[config.mk]
export PLATFORM = sky130hd
export DESIGN_NAME = cv32e40x_aes_rand_buffer_flat
export DESIGN_NICKNAME = d
export VERILOG_FILES = /design/src/rtl/cv32e40x_aes_rand_buffer_if.sv /design/src/rtl/cv32e40x_aes_rand_buffer.sv /design/src/flat_wrapper.sv
export SDC_FILE = /design/constraint.sdc
export NUM_CORES = 1
export LEC_CHECK = 0
export BUFFER_PORTS_ARGS = -buffer_cell sky130_fd_sc_hd__clkbuf_2
export CAP_MARGIN = 20
export CORE_ASPECT_RATIO = 0.8
export CORE_MARGIN = 2
export CORE_UTILIZATION = 45
export CTS_CLUSTER_DIAMETER = 200
export CTS_CLUSTER_SIZE = 20
export DETAILED_ROUTE_END_ITERATION = 8
export SKIP_CTS_REPAIR_TIMING = 1
export SYNTH_ARGS = -nofsm -noshare
export SYNTH_HDL_FRONTEND = slang
export SYNTH_SLANG_ARGS = --single-unit
export TNS_END_PERCENT = 1
[constraint.sdc]
create_clock -name clk -period 9.4 [get_ports clk]
set_input_delay 2.35 -clock clk [delete_from_list [all_inputs] [get_ports clk]]
set_output_delay 2.35 -clock clk [all_outputs]
set_load 0.01 [all_outputs]
[src/rtl/cv32e40x_aes_rand_buffer_if.sv]
// Handshake bundle between the RNG / masked SAES32 unit and the fresh-mask randomness buffer.
// The slave modport is the buffer's view; the master modport is the RNG/AES side.
interface cv32e40x_aes_rand_buffer_if #(
  parameter int DEPTH    = 4,
  parameter int SHAREB_W = 8,
  parameter int RAND_W   = 36
);
  localparam int LEVEL_W = $clog2(DEPTH + 1);

  logic                flush_i;
  logic [31:0]         rng_word_i;
  logic                rng_valid_i;
  logic                rng_ready_o;
  logic                consume_i;
  logic [SHAREB_W-1:0] shareB_o;
  logic [RAND_W-1:0]   randombits_o;
  logic                rand_valid_o;
  logic [LEVEL_W-1:0]  level_o;
  logic                starve_o;

  modport slave (
    input  flush_i, rng_word_i, rng_valid_i, consume_i,
    output rng_ready_o, shareB_o, randombits_o, rand_valid_o, level_o, starve_o
  );

  modport master (
    output flush_i, rng_word_i, rng_valid_i, consume_i,
    input  rng_ready_o, shareB_o, randombits_o, rand_valid_o, level_o, starve_o
  );
endinterface

[src/rtl/cv32e40x_aes_rand_buffer.sv]
// Packs 32-bit RNG words into 44-bit fresh-mask bundles and serves each bundle exactly once,
// first-word-fall-through, to the masked SAES32 unit.
module cv32e40x_aes_rand_buffer #(
  parameter int DEPTH    = 4,
  parameter int SHAREB_W = 8,
  parameter int RAND_W   = 36
) (
  input logic clk,
  input logic reset,
  cv32e40x_aes_rand_buffer_if.slave bus
);
  localparam int BUNDLE_W = SHAREB_W + RAND_W;
  localparam int ACC_W    = BUNDLE_W + 32;
  localparam int FILL_W   = $clog2(ACC_W + 1);
  localparam int LEVEL_W  = $clog2(DEPTH + 1);
  localparam int PTR_W    = $clog2(DEPTH);

  logic [ACC_W-1:0]    acc_q, acc_d, accShifted;
  logic [FILL_W-1:0]   fill_q, fill_d, fillShifted;
  logic [BUNDLE_W-1:0] mem_q [DEPTH];
  logic [PTR_W-1:0]    wrPtr_q, rdPtr_q;
  logic [LEVEL_W-1:0]  level_q;
  logic                starve_q;

  logic push, pop, rngReady, transfer, headValid;
  logic [BUNDLE_W-1:0] headBundle;

  // A push only looks at the current level, so a full FIFO never pushes even if it pops this cycle.
  assign push      = (fill_q >= FILL_W'(BUNDLE_W)) && (level_q < LEVEL_W'(DEPTH));
  assign headValid = (level_q != '0);
  assign pop       = bus.consume_i && headValid;
  assign rngReady  = !bus.flush_i && ((fill_q <= FILL_W'(BUNDLE_W)) || push);
  assign transfer  = bus.rng_valid_i && rngReady;

  // The incoming word lands just above the bits left after any same-cycle shift-out.
  always_comb begin
    accShifted  = push ? (acc_q >> BUNDLE_W) : acc_q;
    fillShifted = push ? (fill_q - FILL_W'(BUNDLE_W)) : fill_q;
    acc_d       = accShifted;
    fill_d      = fillShifted;
    if (transfer) begin
      acc_d  = accShifted | (ACC_W'(bus.rng_word_i) << fillShifted);
      fill_d = fillShifted + FILL_W'(32);
    end
  end

  always_ff @(posedge clk or posedge reset) begin
    if (reset) begin
      acc_q    <= '0;
      fill_q   <= '0;
      wrPtr_q  <= '0;
      rdPtr_q  <= '0;
      level_q  <= '0;
      starve_q <= 1'b0;
      for (int i = 0; i < DEPTH; i++) mem_q[i] <= '0;
    end else if (bus.flush_i) begin
      acc_q    <= '0;
      fill_q   <= '0;
      wrPtr_q  <= '0;
      rdPtr_q  <= '0;
      level_q  <= '0;
      starve_q <= 1'b0;
      for (int i = 0; i < DEPTH; i++) mem_q[i] <= '0;
    end else begin
      acc_q  <= acc_d;
      fill_q <= fill_d;
      if (push) begin
        mem_q[wrPtr_q] <= acc_q[BUNDLE_W-1:0];
        wrPtr_q        <= wrPtr_q + PTR_W'(1);
      end
      // Consumed entries are wiped so a spent bundle can never reappear at the head.
      if (pop) begin
        mem_q[rdPtr_q] <= '0;
        rdPtr_q        <= rdPtr_q + PTR_W'(1);
      end
      if (push && !pop)      level_q <= level_q + LEVEL_W'(1);
      else if (pop && !push) level_q <= level_q - LEVEL_W'(1);
      if (bus.consume_i && !headValid) starve_q <= 1'b1;
    end
  end

  assign headBundle       = mem_q[rdPtr_q];
  assign bus.rng_ready_o  = rngReady;
  assign bus.rand_valid_o = headValid;
  assign bus.shareB_o     = headValid ? headBundle[SHAREB_W-1:0] : '0;
  assign bus.randombits_o = headValid ? headBundle[BUNDLE_W-1:SHAREB_W] : '0;
  assign bus.level_o      = level_q;
  assign bus.starve_o     = starve_q;
endmodule

[src/flat_wrapper.sv]
// flat-port wrapper written by rule: the top's interface ports become plain ports
module cv32e40x_aes_rand_buffer_flat 
#(
  parameter int DEPTH    = 4,
  parameter int SHAREB_W = 8,
  parameter int RAND_W   = 36
)
  (clk, reset, bus_flush_i, bus_rng_word_i, bus_rng_valid_i, bus_consume_i, bus_rng_ready_o, bus_shareB_o, bus_randombits_o, bus_rand_valid_o, bus_level_o, bus_starve_o);
  cv32e40x_aes_rand_buffer_if #(.DEPTH(DEPTH), .SHAREB_W(SHAREB_W), .RAND_W(RAND_W)) bus_i ();
  input logic clk;
  input logic reset;
  input wire logic [$bits(bus_i.flush_i)-1:0] bus_flush_i;
  input wire logic [$bits(bus_i.rng_word_i)-1:0] bus_rng_word_i;
  input wire logic [$bits(bus_i.rng_valid_i)-1:0] bus_rng_valid_i;
  input wire logic [$bits(bus_i.consume_i)-1:0] bus_consume_i;
  output wire logic [$bits(bus_i.rng_ready_o)-1:0] bus_rng_ready_o;
  output wire logic [$bits(bus_i.shareB_o)-1:0] bus_shareB_o;
  output wire logic [$bits(bus_i.randombits_o)-1:0] bus_randombits_o;
  output wire logic [$bits(bus_i.rand_valid_o)-1:0] bus_rand_valid_o;
  output wire logic [$bits(bus_i.level_o)-1:0] bus_level_o;
  output wire logic [$bits(bus_i.starve_o)-1:0] bus_starve_o;
  assign bus_i.flush_i = bus_flush_i;
  assign bus_i.rng_word_i = bus_rng_word_i;
  assign bus_i.rng_valid_i = bus_rng_valid_i;
  assign bus_i.consume_i = bus_consume_i;
  assign bus_rng_ready_o = bus_i.rng_ready_o;
  assign bus_shareB_o = bus_i.shareB_o;
  assign bus_randombits_o = bus_i.randombits_o;
  assign bus_rand_valid_o = bus_i.rand_valid_o;
  assign bus_level_o = bus_i.level_o;
  assign bus_starve_o = bus_i.starve_o;
  cv32e40x_aes_rand_buffer #(.DEPTH(DEPTH), .SHAREB_W(SHAREB_W), .RAND_W(RAND_W)) u_core (.clk(clk), .reset(reset), .bus(bus_i));
endmodule
==> impl_results.md <==
* Number of flops mapped to enable cells by yosys at 0
* # rows at 58
* Largest net degree at the start of global routing at 65
* Die footprint at 33070 sq um
* Slew Limit Fails at 0
* Initial DRC count at 1124
* Nets at ~1600
* Hold path start: u_core.acc_q[62]
* Setup crit end kind: output pin
* CP startpoint: bus_flush_i
* #FFs+latches synth at 265
* DRC at 0
* Headroom to the max-slew limit at 21.33%
* Synth Area in Compound Gates at 19.02%
* Distinct cells, synth at 64
* Remaining Overflow, GRT at 0
* Most frequent cell after synthesis: nand2_1
* HP Class: reg -> reg
* Routed Wire Length at 43420 um
* Synth top area share at 46.60%
* Post-synth ARST share at 100.0%
* Worst-Margin Slew at 1.180 ns
* Via density at 6.034
* WP data arrival at 3.21 ns
* CTS tree: done
* Clock Path Buffers at 3
* Simple-gate area share of the yosys netlist at 17.10%
* Register area share after synthesis at 46.60%
* Post-Synth Adder-Cell Area at 0.9320%
* Outcome: finished, final reports clean
* Pre-antenna DRT Iters at 6
* Initial Util at between 40% and 50%
* Setup CP Type: in -> out
* Largest area contributor in the netlist: dfrtp_1
* Syn_nets at roughly 1600
* DP HPWL at around 28000 um
* Port bufs at 86
* Largest family of logic cells by synthesized area: compound AO/OA/AOI/OAI gates
* Critical path startpoint category: primary input
* Vias in the first global route at 11360
* Commonest cells in the netlist: 442 x nand2_1, 265 x dfrtp_1, 193 x a21oi_1
* CP Cell Sequence: clkbuf_2, buf_4, nor2_1, clkbuf_2
* Most frequent CP cell: clkbuf_2
* Mapped cell area at roughly 14000 sq um
* Post-synthesis mux area share at a little under an eighth
* RR Startpoint: u_core.fill_q[2]
* I/O pin total at a little under 90
* Slowest cell on the critical path: buf_4
* Crit-path max cell delay at 0.52 ns
* Number of H-tree levels at 1
* Die Width at around 200 um
* Max Fclk at 180.0 MHz
* Leakage at 0.006184 uW
* Final core occ at 49.10%
* Initial antenna violation count at 0
* Wire length per cell at 22.11 um
* Placed Cells at 1944
* Layout Cells excl Fill at 1964
* DIE HEIGHT at 163.1 um
* Final setup TNS at 0 ns
* Synth area leaders: dfrtp_1 47%, nand2_1 12%, mux4_2 7.0%
* Layout cells sized above 1 at a little over an eighth
* TritonCTS Buffers at 17
* Synth warnings at 0
* Max Clock Skew at approximately 0.021 ns
* XOR/XNOR share of the synthesized area at 0.5011%
* Clock tree root buffer cell: clkbuf_16
* Core area at around 31000 sq um
* RePlAce Congestion at 1.002
* First-pass GRT wire length at slightly below 70000 um
* All-Layer GR Usage at a little over a quarter
* Layout area overhead at 7.922%
* Mapped Cells at 1536
* Final ANT Viol Nets at 0
* Clock-pin slew on the worst setup and hold paths at about 0.090 ns
* Power Density at 185.7 nW/um^2
* CTS Sinks at 265
* Max Cap Viol at 0
* RSZ-0062 raised after global routing: no
* Final Hold Viols at 0
* Req. time, crit path at 7.05 ns
* Clock latency on the worst-skew pair at ~0.5 ns
* Mean Syn Cell Area at ~9.3 sq um
* Vias post-DR at 11850
* CP Max Fanout at 60
* Ant. Diodes at 0
* Tcrit/Tclk final at 59.11%
* Peak VDD IR at about 0.15 mV
* Final Critical Period at 5.556 ns
* Final setup violation count at 0
* Prevailing post-synth register cell: dfrtp_1
critical path, delay by kind of cell:
kind                   cells  cell delay [ns]
buffers and inverters      3             0.74
AND/OR/NAND/NOR            1             0.11
cells in the final DEF (no fill, tap or decap), types with 8 or more instances in the layout:
cell type	netlist	layout
dfrtp_1	265	262
buf_4	4	30
a2bb2oi_1	8	8
o2bb2ai_1	11	11
a21oi_1	193	193
a221o_1	16	16
nor2_1	51	50
clkbuf_2	1	86
mux4_2	44	44
and2_1	50	50
clkbuf_16	0	17
o221ai_1	19	19
a32oi_1	11	11
a221oi_1	16	16
nand2_1	442	442
ha_1	9	9
inv_1	13	12
a21o_1	8	8
a31oi_1	17	17
o22ai_1	49	49
a22oi_1	20	20
mux2i_1	65	65
o21ai_0	13	13
flip-flops by register name, summed over array words and instances, names as in the netlist:
register / cells
u_core.bus.level_o: 3
u_core.rdPtr_q: 2
u_core.wrPtr_q: 2
u_core.acc_q: 76
u_core.bus.starve_o: 1
u_core.fill_q: 5
u_core.mem_q: 176
metrics by stage:
| stage | hold slack, ns | total power, uW | setup WS, ns | instance area, sq um |
|---|---|---|---|---|
| after floorplan | 0.4386 | 1850 | 3.552 | 14230 |
| after global placement | 0.4767 | 2134 | 3.820 | 14890 |
| after detailed placement | 0.4780 | 2140 | 3.828 | 14890 |
| after CTS | 0.4954 | 2865 | 3.827 | 15340 |
| after global routing | 0.5186 | 2992 | 3.732 | 15360 |
| final | 0.4913 | 2852 | 3.844 | 15360 |
metal layers:
metal | GRT usage, % | vias up | part of all wire, %
li1 | - | 5445 | -
met1 | 39.99 | 5883 | 46
met2 | 40.63 | 467 | 45
met3 | 4.330 | 55 | 7.1
met4 | 6.868 | 0 | 2.4
met5 | 0 | - | 0
layout make-up:
class | instances | area (sq um)
Timing Repair Buffer | 117 | 675.6
Multi-Input combinational cell | 1129 | 7018
Inverter | 14 | 56.30
Fill cell | 3008 | 15920
Clock inverter | 1 | 16.27
Clock buffer | 18 | 429.2
Sequential cell | 265 | 6638
Tap cell | 420 | 525.5
kinds of logic after synthesis:
family	Yosys count
and+or+nand+nor	584
DFF	265
AOI/OAI and AO/OA	418
xor gates and xnor gates	6
buffers and inverters	142
muxes	111
adders and majority gates	10
worst paths after layout:
| path | cells past startpoint | to | slack, ns |
|---|---|---|---|
| min in group asynchronous | 2 | u_core.bus.level_o[1] | 1.77 |
| worst max-delay path | 4 | bus_rng_ready_o | 3.84 |
| worst min-delay path | 2 | u_core.acc_q[62] | 0.49 |
| worst max register to register | 10 | u_core.acc_q[30] | 4.94 |
| max in group asynchronous | 5 | u_core.mem_q[164] | 5.77 |
| worst min register to register | 2 | u_core.acc_q[62] | 0.49 |
power by group:
| group | internal, uW | total (uW) | leakage (uW) | switching, uW |
|---|---|---|---|---|
| Clock | 331 | 728 | 0.000218 | 398 |
| Sequential | 1200 | 1290 | 0.00366 | 88.3 |
| Combinational | 272 | 838 | 0.00230 | 566 |
Power figures use the tool's default switching activity.
